==> config.mk <==
export PLATFORM = sky130hd
export DESIGN_NAME = mult_seq_16x16
export DESIGN_NICKNAME = d
export VERILOG_FILES = /design/src/rtl/mult_seq_16x16.sv
export SDC_FILE = /design/constraint.sdc
export NUM_CORES = 1
export LEC_CHECK = 0
export ABC_CLOCK_PERIOD_IN_PS = 6750
export BUFFER_PORTS_ARGS = -buffer_cell sky130_fd_sc_hd__buf_2
export CORE_AREA = 2 2 130 132
export CTS_BUF_LIST = sky130_fd_sc_hd__clkbuf_4 sky130_fd_sc_hd__clkbuf_8
export DETAILED_ROUTE_END_ITERATION = 12
export DIE_AREA = 0 0 132 134
export GPL_ROUTABILITY_DRIVEN = 0
export GPL_TIMING_DRIVEN = 0
export PLACE_DENSITY = 0.69
export SLEW_MARGIN = 5
export SYNTH_ARGS = -nofsm -noshare
export SYNTH_HDL_FRONTEND = slang
export SYNTH_SLANG_ARGS = --single-unit
==> constraint.sdc <==
create_clock -name clk -period 6.75 [get_ports clk]
set_input_delay 0.675 -clock clk [delete_from_list [all_inputs] [get_ports clk]]
set_output_delay 0.675 -clock clk [all_outputs]
set_load 0.02 [all_outputs]
==> src/rtl/mult_seq_16x16.sv <==
`default_nettype none
// ============================================================================
// Module   : unsigned_mult_8x8
// Purpose  : Purely combinational 8x8 unsigned multiplier. It is shared by the
//            16x16 sequencer and has no internal state.
// Ports    : A [7:0] in  - multiplicand byte
//            X [7:0] in  - multiplier byte
//            C [15:0] out - A * X
// Revision : 1.0 - initial release
// ============================================================================
module unsigned_mult_8x8 (
    input  logic [7:0]  A,
    input  logic [7:0]  X,
    output logic [15:0] C
);
    assign C = {8'd0, A} * {8'd0, X};
endmodule

// ============================================================================
// Module   : mult_seq_16x16
// Purpose  : Computes an exact 16x16 unsigned product by issuing up to four
//            8x8 partial products, one per cycle, through one shared
//            multiplier. The partial products are accumulated into a 32-bit
//            result. When SKIP_ZERO is set, a partial product is not issued
//            if either of its operand bytes is zero.
// Ports    : clk          in   clock, rising edge
//            rst_n        in   synchronous active-low reset
//            in_valid     in   operand pair valid
//            in_ready     out  operand pair accepted (IDLE only)
//            in_a [15:0]  in   multiplicand
//            in_b [15:0]  in   multiplier
//            out_valid    out  out_product valid
//            out_ready    in   downstream accepts the result
//            out_product  out  in_a * in_b (32 bits)
//            busy         out  high whenever the state is not IDLE
// Revision : 1.0 - initial release
// ============================================================================
module mult_seq_16x16 #(
    parameter bit SKIP_ZERO = 1'b1
) (
    input  logic        clk,
    input  logic        rst_n,
    input  logic        in_valid,
    output logic        in_ready,
    input  logic [15:0] in_a,
    input  logic [15:0] in_b,
    output logic        out_valid,
    input  logic        out_ready,
    output logic [31:0] out_product,
    output logic        busy
);
    typedef enum logic [1:0] {
        ST_IDLE = 2'd0,
        ST_CALC = 2'd1,
        ST_DONE = 2'd2
    } state_t;

    state_t      r_state;
    logic [15:0] r_a;
    logic [15:0] r_b;
    logic [31:0] r_acc;
    logic [31:0] r_product;
    logic [3:0]  r_mask;
    logic        r_in_ready;
    logic        r_out_valid;
    logic        r_busy;

    logic [3:0]  w_nz_mask;
    logic [3:0]  w_load_mask;
    logic [3:0]  w_mask_next;
    logic [1:0]  w_sel;
    logic [7:0]  w_mult_a;
    logic [7:0]  w_mult_x;
    logic [15:0] w_mult_c;
    logic [31:0] w_pp_shifted;
    logic [31:0] w_acc_next;

    // Bit i is set when both bytes of partial product i are nonzero:
    // p0 = a_lo*b_lo, p1 = a_lo*b_hi, p2 = a_hi*b_lo, p3 = a_hi*b_hi.
    assign w_nz_mask[0] = (in_a[7:0]  != 8'd0) && (in_b[7:0]  != 8'd0);
    assign w_nz_mask[1] = (in_a[7:0]  != 8'd0) && (in_b[15:8] != 8'd0);
    assign w_nz_mask[2] = (in_a[15:8] != 8'd0) && (in_b[7:0]  != 8'd0);
    assign w_nz_mask[3] = (in_a[15:8] != 8'd0) && (in_b[15:8] != 8'd0);
    assign w_load_mask  = SKIP_ZERO ? w_nz_mask : 4'hF;

    // Clearing the lowest set bit retires the partial product issued now.
    assign w_mask_next  = r_mask & (r_mask - 4'd1);

    // Select the lowest pending partial product. Multiplier inputs are held
    // at zero outside CALC so that they are never X.
    always_comb begin
        w_sel    = 2'd0;
        w_mult_a = 8'd0;
        w_mult_x = 8'd0;
        if (r_mask[0])      w_sel = 2'd0;
        else if (r_mask[1]) w_sel = 2'd1;
        else if (r_mask[2]) w_sel = 2'd2;
        else                w_sel = 2'd3;
        if (r_state == ST_CALC) begin
            w_mult_a = w_sel[1] ? r_a[15:8] : r_a[7:0];
            w_mult_x = w_sel[0] ? r_b[15:8] : r_b[7:0];
        end
    end

    unsigned_mult_8x8 u_mult (
        .A (w_mult_a),
        .X (w_mult_x),
        .C (w_mult_c)
    );

    // The shift is the sum of the byte positions: 0, 8, 8 or 16.
    always_comb begin
        w_pp_shifted = 32'd0;
        case (w_sel)
            2'd0:    w_pp_shifted = {16'd0, w_mult_c};
            2'd1,
            2'd2:    w_pp_shifted = {8'd0, w_mult_c, 8'd0};
            default: w_pp_shifted = {w_mult_c, 16'd0};
        endcase
    end

    // The sum cannot exceed 0xFFFE0001, so a carry out is never needed.
    assign w_acc_next = r_acc + w_pp_shifted;

    always_ff @(posedge clk) begin
        if (!rst_n) begin
            r_state     <= ST_IDLE;
            r_a         <= 16'd0;
            r_b         <= 16'd0;
            r_acc       <= 32'd0;
            r_product   <= 32'd0;
            r_mask      <= 4'd0;
            r_in_ready  <= 1'b1;
            r_out_valid <= 1'b0;
            r_busy      <= 1'b0;
        end else begin
            case (r_state)
                ST_IDLE: begin
                    if (in_valid) begin
                        r_a        <= in_a;
                        r_b        <= in_b;
                        r_acc      <= 32'd0;
                        r_mask     <= w_load_mask;
                        r_in_ready <= 1'b0;
                        r_busy     <= 1'b1;
                        if (w_load_mask != 4'd0) begin
                            r_state <= ST_CALC;
                        end else begin
                            // No partial product is nonzero, so the product is zero.
                            r_state     <= ST_DONE;
                            r_out_valid <= 1'b1;
                            r_product   <= 32'd0;
                        end
                    end
                end
                ST_CALC: begin
                    r_acc  <= w_acc_next;
                    r_mask <= w_mask_next;
                    if (w_mask_next == 4'd0) begin
                        r_state     <= ST_DONE;
                        r_out_valid <= 1'b1;
                        r_product   <= w_acc_next;
                    end
                end
                ST_DONE: begin
                    if (out_ready) begin
                        r_state     <= ST_IDLE;
                        r_out_valid <= 1'b0;
                        r_in_ready  <= 1'b1;
                        r_busy      <= 1'b0;
                    end
                end
                default: begin
                    r_state     <= ST_IDLE;
                    r_mask      <= 4'd0;
                    r_out_valid <= 1'b0;
                    r_in_ready  <= 1'b1;
                    r_busy      <= 1'b0;
                end
            endcase
        end
    end

    assign in_ready    = r_in_ready;
    assign out_valid   = r_out_valid;
    assign out_product = r_product;
    assign busy        = r_busy;

endmodule
`default_nettype wire

==> metrics.md, run 1 <==
| Metric | Value |
|---|---|
| Core Area | 16290 sq um |
| Drt total wl | 25.25 mm |
| RSZ-0062 raised after global routing | true |
| Drt pass-1 iters | 6 |
| Die height | 134 um |
| CTS root buf | clkbuf_8 |
| Synthesis-to-finish area growth | 30.37% |
| Register area share after synthesis | 26.34% |
| Part of the cycle the worst path needs | 108.1% |
| CP endpoint kind | register |
| Largest cells by area after synthesis | dfxtp_1 26%, ha_1 11%, fa_1 9.3% |
| Final hold slack | between 0.4 and 0.5 ns |
| Min-Delay Path Depth | 2 |
| Antenna Nets Post-Route | 0 |
| Post-DP HPWL | 17.92 mm |
| DRT iter0 DRCs | 585 |
| Synthesized instance count | 1023 |
| Share of layout cells above drive strength 1 | around a quarter |
| Sequential standard cell area | between 2000 and 2500 sq um |
| DR DRC count | 0 |
| I/O Buffers | 69 |
| Clk sink count | roughly 110 |
| Leakage | about 0.0048 uW |
| Clock Latency Late Sink | roughly 0.40 ns |
| CP max stage cell | fa_1 |
| Slew margin rel. | ~50% |
| Area of the multi-input gates | about 6200 sq um |
| DR WL/cell | around 18 um |
| Post-Synthesis Cell Area | 7980 sq um |
| Cts bufs inserted | 9 |
| Arrival @ worst endpoint | about 7.6 ns |
| Most frequent cell after synthesis | nand2_1 |
| Grt total ovfl | 0 |
| # fillers | ~1.4k |
| Most used cell, CP | fa_1 |
| Rows | between 40 and 50 |
| Netlist cell types | 64 |
| Share of the synthesized area in the top cell type | approximately a quarter |
| Clock Skews | approximately 0.014 ns |
| Setup WS post-layout | -0.5495 ns |
| FFs w/ async S/R, synth | 0% |
| Setup Viol. Count Final | 34 |
| Worst setup path category | register to register |
| Type of origin of the critical path | register |
| Status | finished, violations left |
| Syn Area/Cell | just under 8 sq um |
| Achievable Freq | between 100 and 150 MHz |
| Failing checks | setup timing |
| IO Count | slightly above 70 |
| Slew Viols, Final | 0 |
| Synth area leader | dfxtp_1 |
| Max Cap Violations | 0 |
| Initial Util | 48.99% |
| PwrDens | 146.4 nW/um^2 |
| Tmin final | about 7.3 ns |
| Final hold violation count | 0 |
| # hold bufs at CTS | 0 |
| Slew @ Worst Pin | 0.7560 ns |
| Die ar. | 17690 sq um |
| First-pass GRT wire length | ~40 mm |
| Synth top cells by count | 161 x nand2_1, 125 x nor2_1, 105 x dfxtp_1 |
| Worst-case reg-to-reg path depth | 33 |
| Die width | roughly 130 um |
| Vias in the first global route | between 7k and 8k |
| Layout Nets | ~1.3k |
| Commonest register cell after synthesis | dfxtp_1 |
| EDFF count, synth | 0 |
| Setup total negative slack | -12.65 ns |
| Ant. Diodes | 0 |
| Largest net degree at the start of global routing | 18 |
| WP data required | between 7 and 8 ns |
| Syn_nets | 1165 |
| Crit Path Max Fanout | 5 |
| Clock-pin slew on the worst setup and hold paths | 0.10 ns |
| Longest Clk Path Bufs | 2 |
| H-Tree Depth | 3 |
| Via count of the routed design | approximately 8.1k |
| Synthesized flop and latch total | 105 |
| CP max stage delay | between 0.5 and 0.6 ns |
| Worst vdd ir | around 0.14 mV |
| Synth Warn # | 0 |
| Initial antenna violation count | 0 |
| Routed vias/inst | between 5 and 6 |
| CTS tree | built |
| GRT Util Overall | 27.78% |
| Worst hold-check path type | register to register |
| Pre-CTS WS | -1.110 ns |
[routing by layer]
metal  up-vias  global-route usage (%)  part of all wire [%]
li1       3827                       -                     -
met1      3875                   38.67                    45
met2       313                   45.02                    46
met3        50                   3.137                   6.3
met4         0                   9.541                   2.8
met5         -                       0                     0
[cells by family (layout without fill, tap and decap cells)]
group,count (synthesis),count (layout),synth area share (%)
and+or+nand+nor,397,397,21.83
AOI/OAI and AO/OA,246,246,19.98
buffers and inverters,117,279,5.550
adders and majority gates,107,107,20.23
DFF,105,105,26.34
xor gates and xnor gates,39,39,4.453
muxes,12,12,1.631
[critical path, delay by kind of cell, from the launching register on]
family	cells	cell delay, ns
XOR/XNOR	2	0.38
buffers and inverters	6	0.67
AND/OR/NAND/NOR	4	0.53
adder cells (fa/ha/maj)	6	2.56
flip-flops	1	0.38
multiplexers	1	0.29
AO/OA/AOI/OAI	14	2.38
[worst paths after layout]
kind                                                   start                      endpoint  slack, ns
worst max register to register        r_mask[0]$_SDFFE_PN0P_        r_acc[30]$_SDFFE_PN0P_      -0.55
worst min-delay path            out_product[24]$_SDFFE_PN0P_  out_product[24]$_SDFFE_PN0P_       0.45
worst min register to register  out_product[24]$_SDFFE_PN0P_  out_product[24]$_SDFFE_PN0P_       0.45
worst max-delay path                  r_mask[0]$_SDFFE_PN0P_        r_acc[30]$_SDFFE_PN0P_      -0.55
[sequential cells by signal (all words and copies together), names as in the netlist]
signal       cells
out_valid        1
r_a             16
r_b             16
r_acc           32
r_mask           4
in_ready         1
r_state          2
out_product     32
busy             1
[placed cells by master, fill, tap and decap left out, types with 5 or more instances in the layout]
master	synthesis	final
nor2_2	0	10
buf_4	0	66
nor2_1	125	111
and3_1	6	6
buf_6	0	12
nor3_1	8	7
nand2_1	161	149
o21a_1	8	8
or3_1	10	7
nand3_2	0	5
a21oi_1	101	83
nand4_1	11	11
nand2b_1	9	5
a22oi_1	9	9
xor2_1	19	18
nor4_1	10	9
ha_4	0	6
dfxtp_1	105	101
nand3_1	24	19
buf_2	3	72
inv_2	2	14
clkbuf_8	0	13
ha_1	69	60
a22o_1	15	15
xnor2_1	19	13
a21o_1	30	28
fa_1	37	35
nand2_8	0	5
clkbuf_1	45	32
mux2_4	0	6
o21ai_1	14	19
o21ai_0	19	12
inv_1	62	50
a21oi_2	0	15
and2_1	13	13
[per-stage QoR]
step	total power [uW]	instance area, sq um	instances	util [%]
detailed placement	976.7	8869	1312	54.44
global route	1581	10400	1405	63.87
floorplan	875.0	8248	1023	-
CTS	1488	9878	1373	60.64
finish	1523	10400	1405	63.87
global placement	973.5	8869	1312	54.44
[timing repair]
| action | 4_1_cts | 5_1_grt |
|---|---|---|
| buffers inserted | 46 | 34 |
| gates resized for setup | 81 | 66 |
| pin swaps | 66 | 77 |
| gates cloned | 1 | 0 |
| hold endpoints to repair | 0 | 0 |
| endpoints found under the setup margin | 40 | 42 |
[layout make-up]
class | instances | area share (%)
clock inverters | 5 | 0.8178
multi-input cells | 801 | 59.84
plain buffers | 50 | 2.838
well taps | 220 | 2.646
inverters | 64 | 2.309
clock buffers | 11 | 1.395
repair buffers | 149 | 9.850
flip-flops and latches | 105 | 20.30
[power by group]
part / switching (uW) / internal (uW) / total (uW)
Sequential: 20.0 / 645 / 665
Combinational: 251 / 146 / 397
Clock: 235 / 226 / 461
No activity file was read; power rests on OpenSTA's default activity.
==> inputs of run 2 (changes only) <==
Settings changed: PLACE_DENSITY 0.69 to not set, PLACE_DENSITY_LB_ADDON set to 0.15.
==> metrics.md, run 2 (synthesis results as in run 1) <==
| Metric | Value |
|---|---|
| Vias in the first global route | 7452 (was 7534) |
| Clock Skews | 0.01559 ns (was 0.01405 ns) |
| Most used cell, CP | fa_1 (unchanged) |
| DR DRC count | 0 (unchanged) |
| CP max stage cell | fa_1 (unchanged) |
| Worst flop-to-flop path startpoint | r_mask[1]$_SDFFE_PN0P_ (was r_mask[0]$_SDFFE_PN0P_) |
| Max Cap Violations | 0 (unchanged) |
| RSZ-0062 raised after global routing | true (unchanged) |
| Die width | 132 um (unchanged) |
| First-pass GRT wire length | 39.05 mm (was 38.98 mm) |
| Synthesis-to-finish area growth | 26.54% (was 30.37%) |
| Util after Layout | 61.99% (was 63.87%) |
| Final hold violation count | 0 (unchanged) |
| H-Tree Depth | 3 (unchanged) |
| # fillers | 1483 (was 1393) |
| Min-Delay Path Depth | 2 (unchanged) |
| Drt pass-1 iters | 5 (was 6) |
| CP endpoint kind | register (unchanged) |
| Tmin final | 7.131 ns (was 7.299 ns) |
| Crit Reg-Reg Endpoint | out_product[29]$_SDFFE_PN0P_ (was r_acc[30]$_SDFFE_PN0P_) |
| Largest net degree at the start of global routing | 18 (unchanged) |
| Routed vias/inst | 5.661 (was 5.740) |
| Worst setup path category | register to register (unchanged) |
| Setup total negative slack | -6.958 ns (was -12.65 ns) |
| Slew margin rel. | 51.16% (was 49.07%) |
| Grt total ovfl | 0 (unchanged) |
| Met3 Usage GRT | 4.573% (was 3.137%) |
| Area of the multi-input gates | 6158 sq um (was 6226 sq um) |
| Clk sink count | 105 (unchanged) |
| Worst-case reg-to-reg path depth | 31 (was 33) |
| Cts bufs inserted | 9 (unchanged) |
| Failing checks | setup timing (unchanged) |
| WP data required | 7.05 ns (was 7.03 ns) |
| Type of origin of the critical path | register (unchanged) |
| Initial Util | 48.99% (unchanged) |
| Longest Clk Path Bufs | 2 (unchanged) |
| Slew @ Worst Pin | 0.7326 ns (was 0.7560 ns) |
| Hold path start | r_a[15]$_SDFFE_PN0P_ (was out_product[24]$_SDFFE_PN0P_) |
| PwrDens | 144.8 nW/um^2 (was 146.4 nW/um^2) |
| Core Area | 16290 sq um (unchanged) |
| Setup WS post-layout | -0.3813 ns (was -0.5495 ns) |
| Crit Path Max Fanout | 6 (was 5) |
| Status | finished, violations left (unchanged) |
| Routing usage on met2 | 43.72% (was 45.02%) |
| Sequential standard cell area | 2112 sq um (unchanged) |
| Layout Nets | 1293 (was 1322) |
| Achievable Freq | 140.2 MHz (was 137.0 MHz) |
| Leakage | 0.004586 uW (was 0.004770 uW) |
| I/O Buffers | 69 (unchanged) |
| Arrival @ worst endpoint | 7.43 ns (was 7.58 ns) |
| IO Count | 71 (unchanged) |
| Drt total wl | 24.57 mm (was 25.25 mm) |
| Initial antenna violation count | 0 (unchanged) |
| Ant. Diodes | 0 (unchanged) |
| Rows | 47 (unchanged) |
| Via count of the routed design | 7790 (was 8065) |
| Worst hold-check path type | register to register (unchanged) |
| CTS root buf | clkbuf_8 (unchanged) |
| Clock-pin slew on the worst setup and hold paths | 0.11 ns (was 0.10 ns) |
| # hold bufs at CTS | 0 (unchanged) |
| Antenna Nets Post-Route | 0 (unchanged) |
| Die ar. | 17690 sq um (unchanged) |
| Share of layout cells above drive strength 1 | 23.70% (was 26.67%) |
| DRT iter0 DRCs | 563 (was 585) |
| CP max stage delay | 0.52 ns (was 0.55 ns) |
| R2R setup slack | -0.38 ns (was -0.55 ns) |
| DR WL/cell | 17.85 um (was 17.97 um) |
| Grt met1 use | 39.62% (was 38.67%) |
| Die height | 134 um (unchanged) |
| Layer with the highest usage | met2 (unchanged) |
| Post-DP HPWL | 18.08 mm (was 17.92 mm) |
| Part of the cycle the worst path needs | 105.6% (was 108.1%) |
| Setup Viol. Count Final | 30 (was 34) |
| Worst vdd ir | 0.1236 mV (was 0.1364 mV) |
| Most frequent cells in the layout | 149 x nand2_1, 116 x nor2_1, 101 x dfxtp_1 (was 149 x nand2_1, 111 x nor2_1, 101 x dfxtp_1) |
| Slew Viols, Final | 0 (unchanged) |
| CTS tree | built (unchanged) |
| Most common cell after layout, fill and taps aside | nand2_1 (unchanged) |
| Worst hold endpoint | r_a[15]$_SDFFE_PN0P_ (was out_product[24]$_SDFFE_PN0P_) |
| GRT Util Overall | 27.88% (was 27.78%) |
| Clock Latency Late Sink | 0.39 ns (was 0.40 ns) |
-- run 2: cell count changes in the layout (fill, tap and decap cells not counted), sizes merged --
cell,before,now
clkinv,0,3
clkbuf,50,51
inv,66,65
buf,160,129
bufinv,2,1
-- run 2: cell type report --
class                   count  area share (%)
flip-flops and latches    105           20.91
well taps                 220           2.726
multi-input cells         801           60.98
inverters                  64           2.416
clock inverters             6          0.6567
clock buffers              10           1.301
plain buffers              50           3.159
repair buffers            120           7.843
-- run 2: stage by stage --
stage	hold WS (ns)	instances	setup WS (ns)	total power, uW	instance area, sq um
floorplan	0.4262	1023	-0.01225	875.0	8248
global placement	0.4404	1312	-0.9845	976.7	8869
detailed placement	0.4450	1312	-1.045	978.1	8869
CTS	0.4617	1362	-0.4336	1430	9726
global route	0.4774	1376	-0.6699	1520	10100
finish	0.4600	1376	-0.3813	1463	10100
-- run 2: worst max path at each step --
| stage | from | end | slack, ns | cells past startpoint |
|---|---|---|---|---|
| after global routing | r_mask[1]$_SDFFE_PN0P_ | r_acc[31]$_SDFFE_PN0P_ | -0.67 | 30 |
| after floorplan | r_mask[1]$_SDFFE_PN0P_ | r_acc[31]$_SDFFE_PN0P_ | -0.01 | 30 |
| after global placement | r_state[1]$_SDFFE_PN0P_ | out_product[31]$_SDFFE_PN0P_ | -0.98 | 27 |
| after CTS | r_mask[0]$_SDFFE_PN0P_ | r_acc[31]$_SDFFE_PN0P_ | -0.43 | 31 |
| final | r_mask[1]$_SDFFE_PN0P_ | out_product[29]$_SDFFE_PN0P_ | -0.38 | 31 |
| after detailed placement | r_state[1]$_SDFFE_PN0P_ | r_acc[31]$_SDFFE_PN0P_ | -1.05 | 30 |
-- run 2: power breakdown --
| part | total (uW) | internal, uW | switching, uW |
|---|---|---|---|
| logic | 380 | 137 | 243 |
| clock network | 418 | 178 | 239 |
| registers | 665 | 645 | 19.4 |
-- run 2: worst max-delay path, delay by kind of cell (launching register included) --
family                     cells  cell delay (ns)
DFF                            1             0.38
adders and majority gates      6             2.57
xor gates and xnor gates       2             0.35
buffers and inverters          6             0.56
and+or+nand+nor                7             1.22
muxes                          1             0.18
AOI/OAI and AO/OA              9             1.73
-- run 2: metal layers --
layer  share of wire (%)  wire (um)
met2                  44      10900
met5                   0          0
met4                 2.4        586
met3                 6.7       1645
met1                  47      11430
-- run 2: timing repair --
item	in CTS	in global routing
setup endpoints to repair	41	39
cloned	0	1
resized for setup	75	53
buffers inserted	35	15
pin swaps	63	60
==> inputs of run 3 (changes only) <==
Settings changed: ABC_CLOCK_PERIOD_IN_PS 6750 to 9000.
Clock period 6.75 ns to 9 ns, I/O delays scaled along.
==> metrics.md, run 3 (synthesis results as in run 1) <==
| Metric | Value |
|---|---|
| Clock Skews | 0.01504 ns (was 0.01559 ns) |
| DR DRC count | 0 (unchanged) |
| Setup WS post-layout | 0.4887 ns (was -0.3813 ns) |
| Worst setup path category | register to register (unchanged) |
| Die ar. | 17690 sq um (unchanged) |
| Final hold slack | 0.4589 ns (was 0.4600 ns) |
| Initial Util | 48.99% (unchanged) |
| Slew Viols, Final | 0 (unchanged) |
| First-pass GRT wire length | 36.58 mm (was 39.05 mm) |
| Slew margin rel. | 46.42% (was 51.16%) |
| DRT iter0 DRCs | 513 (was 563) |
| Combinational power share | 20.9% (was 26.0%) |
| GRT Util Overall | 26.21% (was 27.88%) |
| Pre-CTS WS | 0.1149 ns (was -1.045 ns) |
| Rows | 47 (unchanged) |
| Util after Layout | 54.02% (was 61.99%) |
| # hold bufs at CTS | 0 (unchanged) |
| Most used cell, CP | fa_1 (unchanged) |
| Sw Ratio | 34.80% (was 34.31%) |
| Clk sink count | 105 (unchanged) |
| # fillers | 1592 (was 1483) |
| Reg power frac | 49.6% (was 45.4%) |
| Routed vias/inst | 5.570 (was 5.661) |
| Most frequent cells in the layout | 160 x nand2_1, 125 x nor2_1, 105 x dfxtp_1 (was 149 x nand2_1, 116 x nor2_1, 101 x dfxtp_1) |
| Clock power share | 29.4% (was 28.6%) |
| DR WL met2 | 10.60 mm (was 10.90 mm) |
| Clock-pin slew on the worst setup and hold paths | 0.11 ns (about the same) |
| M1 WL | 10.48 mm (was 11.43 mm) |
| Setup total negative slack | 0 ns (was -6.958 ns) |
| Worst vdd ir | 0.09704 mV (was 0.1236 mV) |
| R2R setup slack | 0.49 ns (was -0.38 ns) |
| Part of the cycle the worst path needs | 94.57% (was 105.6%) |
| Worst hold-check path type | register to register (unchanged) |
| Grt total ovfl | 0 (unchanged) |
| CTS tree | built (unchanged) |
| Achievable Freq | 117.5 MHz (was 140.2 MHz) |
| Arrival @ worst endpoint | 8.79 ns (was 7.43 ns) |
| Design Power | 998.3 uW (was 1463 uW) |
| Ant. Diodes | 0 (unchanged) |
| Crit Path Max Fanout | 10 (was 6) |
| Final hold violation count | 0 (unchanged) |
| Share of layout cells above drive strength 1 | 10.39% (was 23.70%) |
| IO Count | 71 (unchanged) |
| RSZ-0062 raised after global routing | false (was true) |
| Most common cell after layout, fill and taps aside | nand2_1 (unchanged) |
| WP data required | 9.28 ns (was 7.05 ns) |
| Longest Clk Path Bufs | 2 (unchanged) |
| Clock Latency Late Sink | 0.40 ns (was 0.39 ns) |
| Drt total wl | 22.82 mm (was 24.57 mm) |
| Die width | 132 um (unchanged) |
| Via count of the routed design | 7392 (was 7790) |
| CP endpoint kind | register (unchanged) |
| Core Area | 16290 sq um (unchanged) |
| Metal3 WL | 1.115 mm (was 1.645 mm) |
| Leakage | 0.004110 uW (was 0.004586 uW) |
| Top sig layer | met4 (unchanged) |
| Int Pwr | 650.9 uW (was 960.9 uW) |
| P_sw | 347.4 uW (was 501.9 uW) |
| Slew @ Worst Pin | 0.8038 ns (was 0.7326 ns) |
| Status | finished, final reports clean (was finished, violations left) |
| Max Cap Violations | 0 (unchanged) |
| Tmin final | 8.511 ns (was 7.131 ns) |
| CTS root buf | clkbuf_8 (unchanged) |
| Post-DP HPWL | 18.01 mm (was 18.08 mm) |
| Initial antenna violation count | 0 (unchanged) |
| I/O Buffers | 69 (unchanged) |
| CP max stage delay | 0.55 ns (was 0.52 ns) |
| Antenna Nets Post-Route | 0 (unchanged) |
| Vias in the first global route | 7109 (was 7452) |
| Post-CTS Setup Inserts | 0 (was 35) |
| CP max stage cell | fa_1 (unchanged) |
| Setup Viol. Count Final | 0 (was 30) |
| Die height | 134 um (unchanged) |
| DR WL/cell | 17.19 um (was 17.85 um) |
| PwrDens | 113.4 nW/um^2 (was 144.8 nW/um^2) |
| Synthesis-to-finish area growth | 10.27% (was 26.54%) |
| Drt pass-1 iters | 8 (was 5) |
| Cts bufs inserted | 9 (unchanged) |
| H-Tree Depth | 3 (unchanged) |
| Largest net degree at the start of global routing | 19 (was 18) |
| Type of origin of the critical path | register (unchanged) |
| Layout Nets | 1245 (was 1293) |
-- run 3: worst paths after layout --
| kind | startpoint | endpoint | cells past startpoint |
|---|---|---|---|
| worst max-delay path | r_state[0]$_SDFFE_PN0P_ | r_acc[30]$_SDFFE_PN0P_ | 31 |
| worst min-delay path | out_product[24]$_SDFFE_PN0P_ | out_product[24]$_SDFFE_PN0P_ | 2 |
| worst max register to register | r_state[0]$_SDFFE_PN0P_ | r_acc[30]$_SDFFE_PN0P_ | 31 |
| worst min register to register | out_product[24]$_SDFFE_PN0P_ | out_product[24]$_SDFFE_PN0P_ | 2 |
-- run 3: metrics by stage --
stage,cell area (sq um),std cells
2_1_floorplan,7980,1023
3_3_place_gp,8601,1312
3_5_place_dp,8601,1312
4_1_cts,8788,1327
5_1_grt,8800,1327
6_report,8800,1327
-- run 3: layer usage --
metal	vias to the layer above	GRT usage, %
met5	-	0
met2	222	44.21
li1	3665	-
met1	3468	34.48
met3	37	3.326
met4	0	9.843
-- run 3: repair_timing --
| action | CTS | global route |
|---|---|---|
| hold endpoints to repair | 0 | 0 |
| setup endpoints to repair | 0 | 21 |
| gates resized for setup | 0 | 9 |
-- run 3: final cells by class --
| cell class | instances | area (sq um) | share of cell area (%) |
|---|---|---|---|
| Inverter | 64 | 240.2 | 2.730 |
| Buffer | 53 | 207.7 | 2.360 |
| Tap cell | 220 | 275.3 | 3.128 |
| Sequential cell | 105 | 2102 | 23.89 |
| Multi-Input combinational cell | 801 | 5441 | 61.84 |
| Clock buffer | 10 | 137.6 | 1.564 |
| Clock inverter | 5 | 50.05 | 0.5687 |
| Timing Repair Buffer | 69 | 345.3 | 3.924 |
-- run 3: critical path, delay by kind of cell (launching register included) --
kind                       cells  cell delay (ns)
xor gates and xnor gates       2             0.48
adders and majority gates      6             2.83
buffers and inverters          5             1.07
AOI/OAI and AO/OA             13             2.52
and+or+nand+nor                5             1.18
DFF                            1             0.32
-- run 3: power by group through the flow --
stage	Clock [uW]	Combinational, uW	Sequential, uW
floorplan	0	129	505
global placement	0	203	506
detailed placement	0	205	506
CTS	300	205	495
global route	310	227	498
finish	294	209	496
